===== config.mk =====
export PLATFORM = sky130hd
export DESIGN_NAME = slice_frame_packer
export DESIGN_NICKNAME = d
export VERILOG_FILES = /design/src/rtl/slice_frame_packer.sv
export SDC_FILE = /design/constraint.sdc
export NUM_CORES = 2
export LEC_CHECK = 0
export CAP_MARGIN = 0
export CELL_PAD_IN_SITES_DETAIL_PLACEMENT = 1
export CELL_PAD_IN_SITES_GLOBAL_PLACEMENT = 1
export CORE_AREA = 5 5 616 618
export CTS_BUF_LIST = sky130_fd_sc_hd__clkbuf_4
export DETAILED_ROUTE_END_ITERATION = 10
export DIE_AREA = 0 0 621 623
export PLACE_DENSITY = 0.52
export SLEW_MARGIN = 10
export SYNTH_ARGS = -nofsm -noshare
export SYNTH_HDL_FRONTEND = slang
export SYNTH_SLANG_ARGS = --single-unit

===== constraint.sdc =====
create_clock -name clk -period 3.7 [get_ports clk]
set_clock_uncertainty 0.2 [all_clocks]
set_input_delay 1.11 -clock clk [delete_from_list [all_inputs] [get_ports clk]]
set_output_delay 1.11 -clock clk [all_outputs]
set_load 0.02 [all_outputs]

===== src/rtl/slice_frame_packer.sv =====
// Packs a stream of SLICE_W-bit slices into a NUM_SLOTS-slot frame register and
// presents each finished frame (full or closed early by s_last) on a valid/ready output.
module slice_frame_packer #(
    parameter int SLICE_W   = 24,
    parameter int NUM_SLOTS = 64,
    parameter int IDX_W     = 6
) (
    input  logic                         clk,
    input  logic                         rst_n,
    input  logic                         s_valid,
    output logic                         s_ready,
    input  logic [SLICE_W-1:0]           s_data,
    input  logic                         s_last,
    output logic                         m_valid,
    input  logic                         m_ready,
    output logic [SLICE_W*NUM_SLOTS-1:0] m_data,
    output logic [IDX_W:0]               m_count,
    output logic [IDX_W-1:0]             m_idx
);

    localparam int FRAME_W = SLICE_W * NUM_SLOTS;
    localparam int OFF_W   = ($clog2(FRAME_W) > 11) ? $clog2(FRAME_W) : 11;

    typedef enum logic [0:0] {
        FILL = 1'b0,
        HOLD = 1'b1
    } state_t;

    state_t               r_state;
    state_t               w_nextState;
    logic [IDX_W-1:0]     r_wrPtr;
    logic [FRAME_W-1:0]   r_frame;
    logic [IDX_W:0]       r_count;
    logic [IDX_W-1:0]     r_idx;

    logic                 w_sReady;
    logic                 w_mValid;
    logic                 w_accept;
    logic                 w_closeFrame;
    logic                 w_release;
    logic                 w_lastSlot;
    logic [OFF_W-1:0]     w_offset;

    // Both operands are widened before the multiply so the slot offset never truncates.
    assign w_offset   = OFF_W'(r_wrPtr) * OFF_W'(SLICE_W);
    assign w_lastSlot = (r_wrPtr == IDX_W'(NUM_SLOTS - 1));

    always_comb begin
        w_nextState  = r_state;
        w_sReady     = 1'b0;
        w_mValid     = 1'b0;
        w_accept     = 1'b0;
        w_closeFrame = 1'b0;
        w_release    = 1'b0;
        case (r_state)
            FILL: begin
                w_sReady = 1'b1;
                w_accept = s_valid;
                if (s_valid && (w_lastSlot || s_last)) begin
                    w_closeFrame = 1'b1;
                    w_nextState  = HOLD;
                end
            end
            HOLD: begin
                w_mValid = 1'b1;
                if (m_ready) begin
                    w_release   = 1'b1;
                    w_nextState = FILL;
                end
            end
            default: begin
                w_nextState = FILL;
            end
        endcase
    end

    // The frame is cleared on release so unwritten slots of the next short frame read as zero.
    always_ff @(posedge clk) begin
        if (!rst_n) begin
            r_state <= FILL;
            r_wrPtr <= '0;
            r_frame <= '0;
            r_count <= '0;
            r_idx   <= '0;
        end else begin
            r_state <= w_nextState;
            if (w_release) begin
                r_frame <= '0;
                r_wrPtr <= '0;
                r_count <= '0;
                r_idx   <= '0;
            end else if (w_accept) begin
                r_frame[w_offset +: SLICE_W] <= s_data;
                r_wrPtr <= r_wrPtr + IDX_W'(1);
                if (w_closeFrame) begin
                    r_count <= (IDX_W+1)'(r_wrPtr) + (IDX_W+1)'(1);
                    r_idx   <= r_wrPtr;
                end
            end
        end
    end

    assign s_ready = w_sReady;
    assign m_valid = w_mValid;
    assign m_data  = r_frame;
    assign m_count = r_count;
    assign m_idx   = r_idx;

endmodule


Word level (Yosys, flattened, before mapping)
Index checks and enable logic that the tools add are counted.

Bits in registers: 1556. Bits in latches: 0. Bits in writable memories: 0. ROM bits: 0. Input bits: 29. Output and inout port bits: 1551. Logic and storage cells: 28. Memories: 0.

Add/subtract/negate cells: 3. $mul: 1. Div/mod/pow operators: 0. $lt $le $gt $ge: 0. Equality and inequality tests: 1. Shift-type cells: 2. Muxes and demuxes: 10. Bitwise operators: 2. Reductions and logical operators: 4.

Operators by type and width (number): bitwise mux 1536 bit (1); variable shift 24 x 13 -> 1536 bit, first input constant (1); indexed part select 24 x 13 -> 1536 bit (1); negation 11 -> 13 bit (1); multiplier 6 x 2 -> 8 bit, second input constant (1); two-way mux 1 bit (8); adder 6 x 1 -> 7 bit, second input constant (1); adder 6 x 1 -> 6 bit, second input constant (1); == test 6 bit, second input constant (1); inverter 1 bit (2); case mux 1 bit (2 select lines) (1); AND reduction 2 bit (1); OR reduction 2 bit (1); logical AND 1 bit (1); logical OR 1 bit (1).

Longest topological paths before layout
Depth in word-level cells: 6. Gate-level depth with buffers: 17. Gate-level depth less buffers: 10.

Worst setup path before layout
No wires, ideal clock.

Kind: register to register. Start point: register r_wrPtr[0]. End point: register r_frame[1456] (netlist: m_data[1456]). Library setup time: 0.072 ns. Arrival time: 3.796 ns. Required time: 3.428 ns. Path slack: -0.368 ns. Cell stages (with the launch flop): 17. Buffers on the path: 7. Period minus slack after synthesis: 4.068 ns. Cell sequence: dfxtp_1 -> clkbuf_1 -> inv_1 -> clkbuf_1 -> ha_1 -> buf_2 -> or2_0 -> clkbuf_1 -> nor3_1 -> a21boi_4 -> xnor2_1 -> buf_2 -> buf_2 -> buf_2 -> nand3_1 -> nor2_2 -> mux2i_1.

Word-level cells in the longest chain between the ends: 4. Elaborated cells on any way between the ends: 5. Classes of those cells: add/sub: 1; mul: 1; shift: 2; mux: 1.

RTL lines: from (decl) (RTL line 31) `logic [IDX_W-1:0] r_wrPtr;`; from (signal assigned) (RTL line 94) `r_wrPtr <= r_wrPtr + IDX_W'(1);`; multiplier 6 x 2 -> 8 bit (*) (RTL line 45) `assign w_offset = OFF_W'(r_wrPtr) * OFF_W'(SLICE_W);`; net w_offset[4] (RTL line 42) `logic [OFF_W-1:0] w_offset;`; negation 11 -> 13 bit (*) (RTL line 93) `r_frame[w_offset +: SLICE_W] <= s_data;`; indexed part select 24 x 13 -> 1536 bit or variable shift 24 x 13 -> 1536 bit (tied branches) (RTL line 93); bitwise mux 1536 bit (*) (RTL line 93); to (signal, indexed assignment) (RTL line 93); to (decl) (RTL line 32) `logic [FRAME_W-1:0] r_frame;`.

The timed path passes the listed nets; every way through them passes the cells marked *. A chain may end at the register's enable or synchronous reset.

Final worst setup path
Start point: register r_wrPtr[1]. End point: register r_frame[1169] (netlist: m_data[1169]).

Word-level cells in the longest chain between the ends: 4. Elaborated cells on any way between the ends: 5. Classes of those cells: add/sub: 1; mul: 1; shift: 2; mux: 1.

RTL lines (RTL line): multiplier 6 x 2 -> 8 bit (*) (45); negation 11 -> 13 bit (*) (93); indexed part select 24 x 13 -> 1536 bit or variable shift 24 x 13 -> 1536 bit (tied branches) (93); bitwise mux 1536 bit (*) (93).

Every way passes the cells marked *; elsewhere a longest branch is shown, timed or not.

==> qor.yml <==
hpwl_um: 371000
drc_errors: 0
ys_dominant_reg_cell: "dfxtp_1"
final_core_util_pct: 28.0
drtIter0Drc: 4741
p_leak_uw: 0.0405
synth_warnings: 0
place_inst: 14100
rsz0062_at_grt: "true"
setup_violations: 1932
finalHoldViolations: 0
die_x_um: 621
cap_violations: 0
status: "finished with violations"
power_uw: 42600
hold_buffers: 0
postRouteAntennaNets: 0
violations: "setup timing"
crit_top_cell: "buf_6"
hold_class: "input pin to flop"
ys_seq_area_share_pct: 50.2
end_kind: "flop"
crit_arrival_ns: 5.06
syn_area_per_cell_um2: 8.86
nNetsFinal: 9777
synth_mux_area_share_pct: 12.0
critPathSlowestCell: "a222oi_1"
die_height_um: 623
row_count: 225
worst_pin_slew_ns: 1.16
cts.sinks: 1556
syn_area_mm2: 0.0621
seq_power_share_pct: 39.4
pwr-share-clk_pct: 38.3
grt.total_usage_pct: 23.0
combPwrFrac_pct: 22.2
relSlewSlack_pct: 22.8
synth_xor_area_share_pct: 0.306
grt-ovfl-total: 0
wl_per_cell_um: 31.2
cts_tree: "yes"
async_flop_share_pct: 0
first_pass_iters: 5
routed_via_density: 4.52
fp.dieArea_mm2: 0.387
netlist_instances: 7004
r2r_start: "r_wrPtr[1]$_SDFFE_PP0P_"
path_class: "flop to flop"
grt_max_degree: 108
grt_antenna_before_repair: 62
finalHoldWorstSlack_ns: 0.221
clock_latency_ns: 1.47
setup_tns_ns: -208.68
cts.clk_slew.worst_paths_ns: 0.07
io_pins: 1580
fmax_ghz: 0.247
cts_inserted_buffers: 451
initial_core_util_pct: 16.6
crit_path_start_kind: "flop"
worstPathRequired_ns: 4.72
yosys.area_share.adder_pct: 0.194
first_global_vias: 70700
cellPowerDensity_mw_per_mm2: 407
path_max_fanout: 7
syn2layout_area_growth_pct: 68.9
ctsLongestPathBuffers: 4
synth.net_count: 7042
fin_cells: 15100
ff2ff_setup_slack_ns: -0.35
netSwitchingPower_uw: 14300
portBuffers: 1579
synth_edf_count: 0
gp_congestion: 0.898
peakVddDrop_v: 0.000263
setup_slack_ns: -0.347
slowest_delay_ns: 0.66
netlist-cell-type-count: 97
ctsHtreeMaxLevel: 5
min_from: "m_ready"
synth_top_family_by_area: "simple AND/OR/NAND/NOR gates"
drv_slew: 0
core_mm2: 0.374
root_buffer: "clkbuf_4"
worst_setup_path_startpoint: "r_wrPtr[1]$_SDFFE_PP0P_"
wirelength_um: 471000
post_route_cells_drive_above_1_share_pct: 24.8
synth-simple-area-share_pct: 21.2
grt_pass1_wl_um: 623000
synth-compound-area-share_pct: 12.2
worstPathCellList: "ha_4 > fa_2 > buf_6 > a211o_4 > buf_6 > a31oi_4 > o211ai_1 > a21oi_2 > buf_6 > nor3_4 > buf_12 > a222oi_1 > buf_4 > or3_4 > a21oi_2"
switching_share_pct: 33.5
period_share_pct: 109
synth_seq_cells: 1556
dr_total_vias: 68200
period_minus_slack_ns: 4.05
p_int_uw: 28300
==> per-layer routing <==
metal	share of wire (%)	wire [um]	GRT usage [%]	vias to the layer above
met2	47	223000	38.9	2685
met3	6.9	32600	5.73	746
met5	0.035	163	0	-
met1	40	190000	27.4	34300
met4	5.3	25100	10.8	24
li1	-	-	-	30400
==> cell families (layout without fill, tap and decap cells) <==
group	Yosys count	in the layout
AOI/OAI and AO/OA	1210	1210
buffers and inverters	594	3645
other	0	24
xor gates and xnor gates	20	20
muxes	744	744
adders and majority gates	9	9
and+or+nand+nor	2871	2871
DFF	1556	1556
==> path summary, 6_finish.rpt <==
kind,cells after the start,end
hold / removal,3,r_state$_SDFF_PN0_
hold reg to reg,2,m_data[1113]$_SDFFE_PP0P_
setup reg to reg,15,m_data[1169]$_SDFFE_PP0P_
setup / recovery,15,m_data[1169]$_SDFFE_PP0P_
==> cell usage in the layout, fill, tap and decap left out, drive strengths merged, types with 96 or more instances in the layout <==
cell / instances
dfxtp: 1556
buf: 1276
clkdlybuf4s50: 1274
nand2: 1194
mux2i: 734
nand3: 679
clkbuf: 648
nor2: 566
a21oi: 423
o21ai: 329
dlygate4sd2: 216
nor3: 131
a211oi: 115
clkinv: 107
o31ai: 106
nand4: 96
==> synth_stat cells, types with 20 or more instances <==
master / n / area share (%)
dfxtp_1: 1556 / 50
nand2_1: 1170 / 7.1
mux2i_1: 733 / 12
nand3_1: 671 / 5.4
nor2_1: 546 / 3.3
a21oi_1: 419 / 3.4
clkbuf_1: 418 / 2.5
o21ai_0: 318 / 2.6
a211oi_1: 113 / 1.4
nor3_1: 110 / 0.89
o31ai_1: 106 / 1.3
buf_2: 94 / 0.76
nand4_1: 89 / 0.90
buf_1: 48 / 0.29
or3_1: 45 / 0.45
and2_1: 28 / 0.28
a41oi_1: 26 / 0.37
inv_1: 25 / 0.15
nand2b_1: 25 / 0.25
nand2_2: 24 / 0.24
o2bb2ai_1: 20 / 0.28
==> power groups by stage <==
stage	logic [uW]	clock network, uW	registers, uW
2_1_floorplan	2450	0	17200
4_1_cts	9050	17000	16800
3_3_place_gp	8190	0	17200
3_5_place_dp	8250	0	17200
6_report	9470	16300	16800
5_1_grt	9770	17800	16800
==> flip-flops by register name (all words and copies together), names as in the netlist <==
register	count
r_wrPtr	6
m_idx	6
m_count	7
m_data	1536
r_state	1
==> layout make-up <==
cell class	count	area (um2)
Antenna cell	24	60.1
Clock buffer	639	4800
Clock inverter	130	671
Fill cell	43200	269000
Inverter	26	97.6
Multi-Input combinational cell	4854	31100
Sequential cell	1556	31200
Tap cell	4994	6250
Timing Repair Buffer	2850	30700
==> timing repair <==
item / 4_1_cts / 5_1_grt
hold endpoints to repair: 0 / 0
cloned: 18 / 10
setup endpoints to repair: 3074 / 2923
pin swaps: 76 / 72
gates resized for setup: 622 / 333
buffers inserted: 106 / 61
==> worst max-delay path, delay by kind of cell, from the launching register on <==
kind / cells / cell delay (ns)
flip-flops: 1 / 0.36
AO/OA/AOI/OAI: 6 / 1.62
adder cells (fa/ha/maj): 2 / 0.53
AND/OR/NAND/NOR: 2 / 0.19
buffers and inverters: 5 / 0.87
==> per-stage QoR <==
| stage | instance area [um2] | setup slack, ns |
|---|---|---|
| final | 105000 | -0.347 |
| after global routing | 105000 | -0.391 |
| after CTS | 103000 | -0.311 |
| after floorplan | 62100 | 0.0122 |
| after global placement | 94900 | -1.18 |
| after detailed placement | 94900 | -0.937 |
Power figures use the tool's default switching activity.
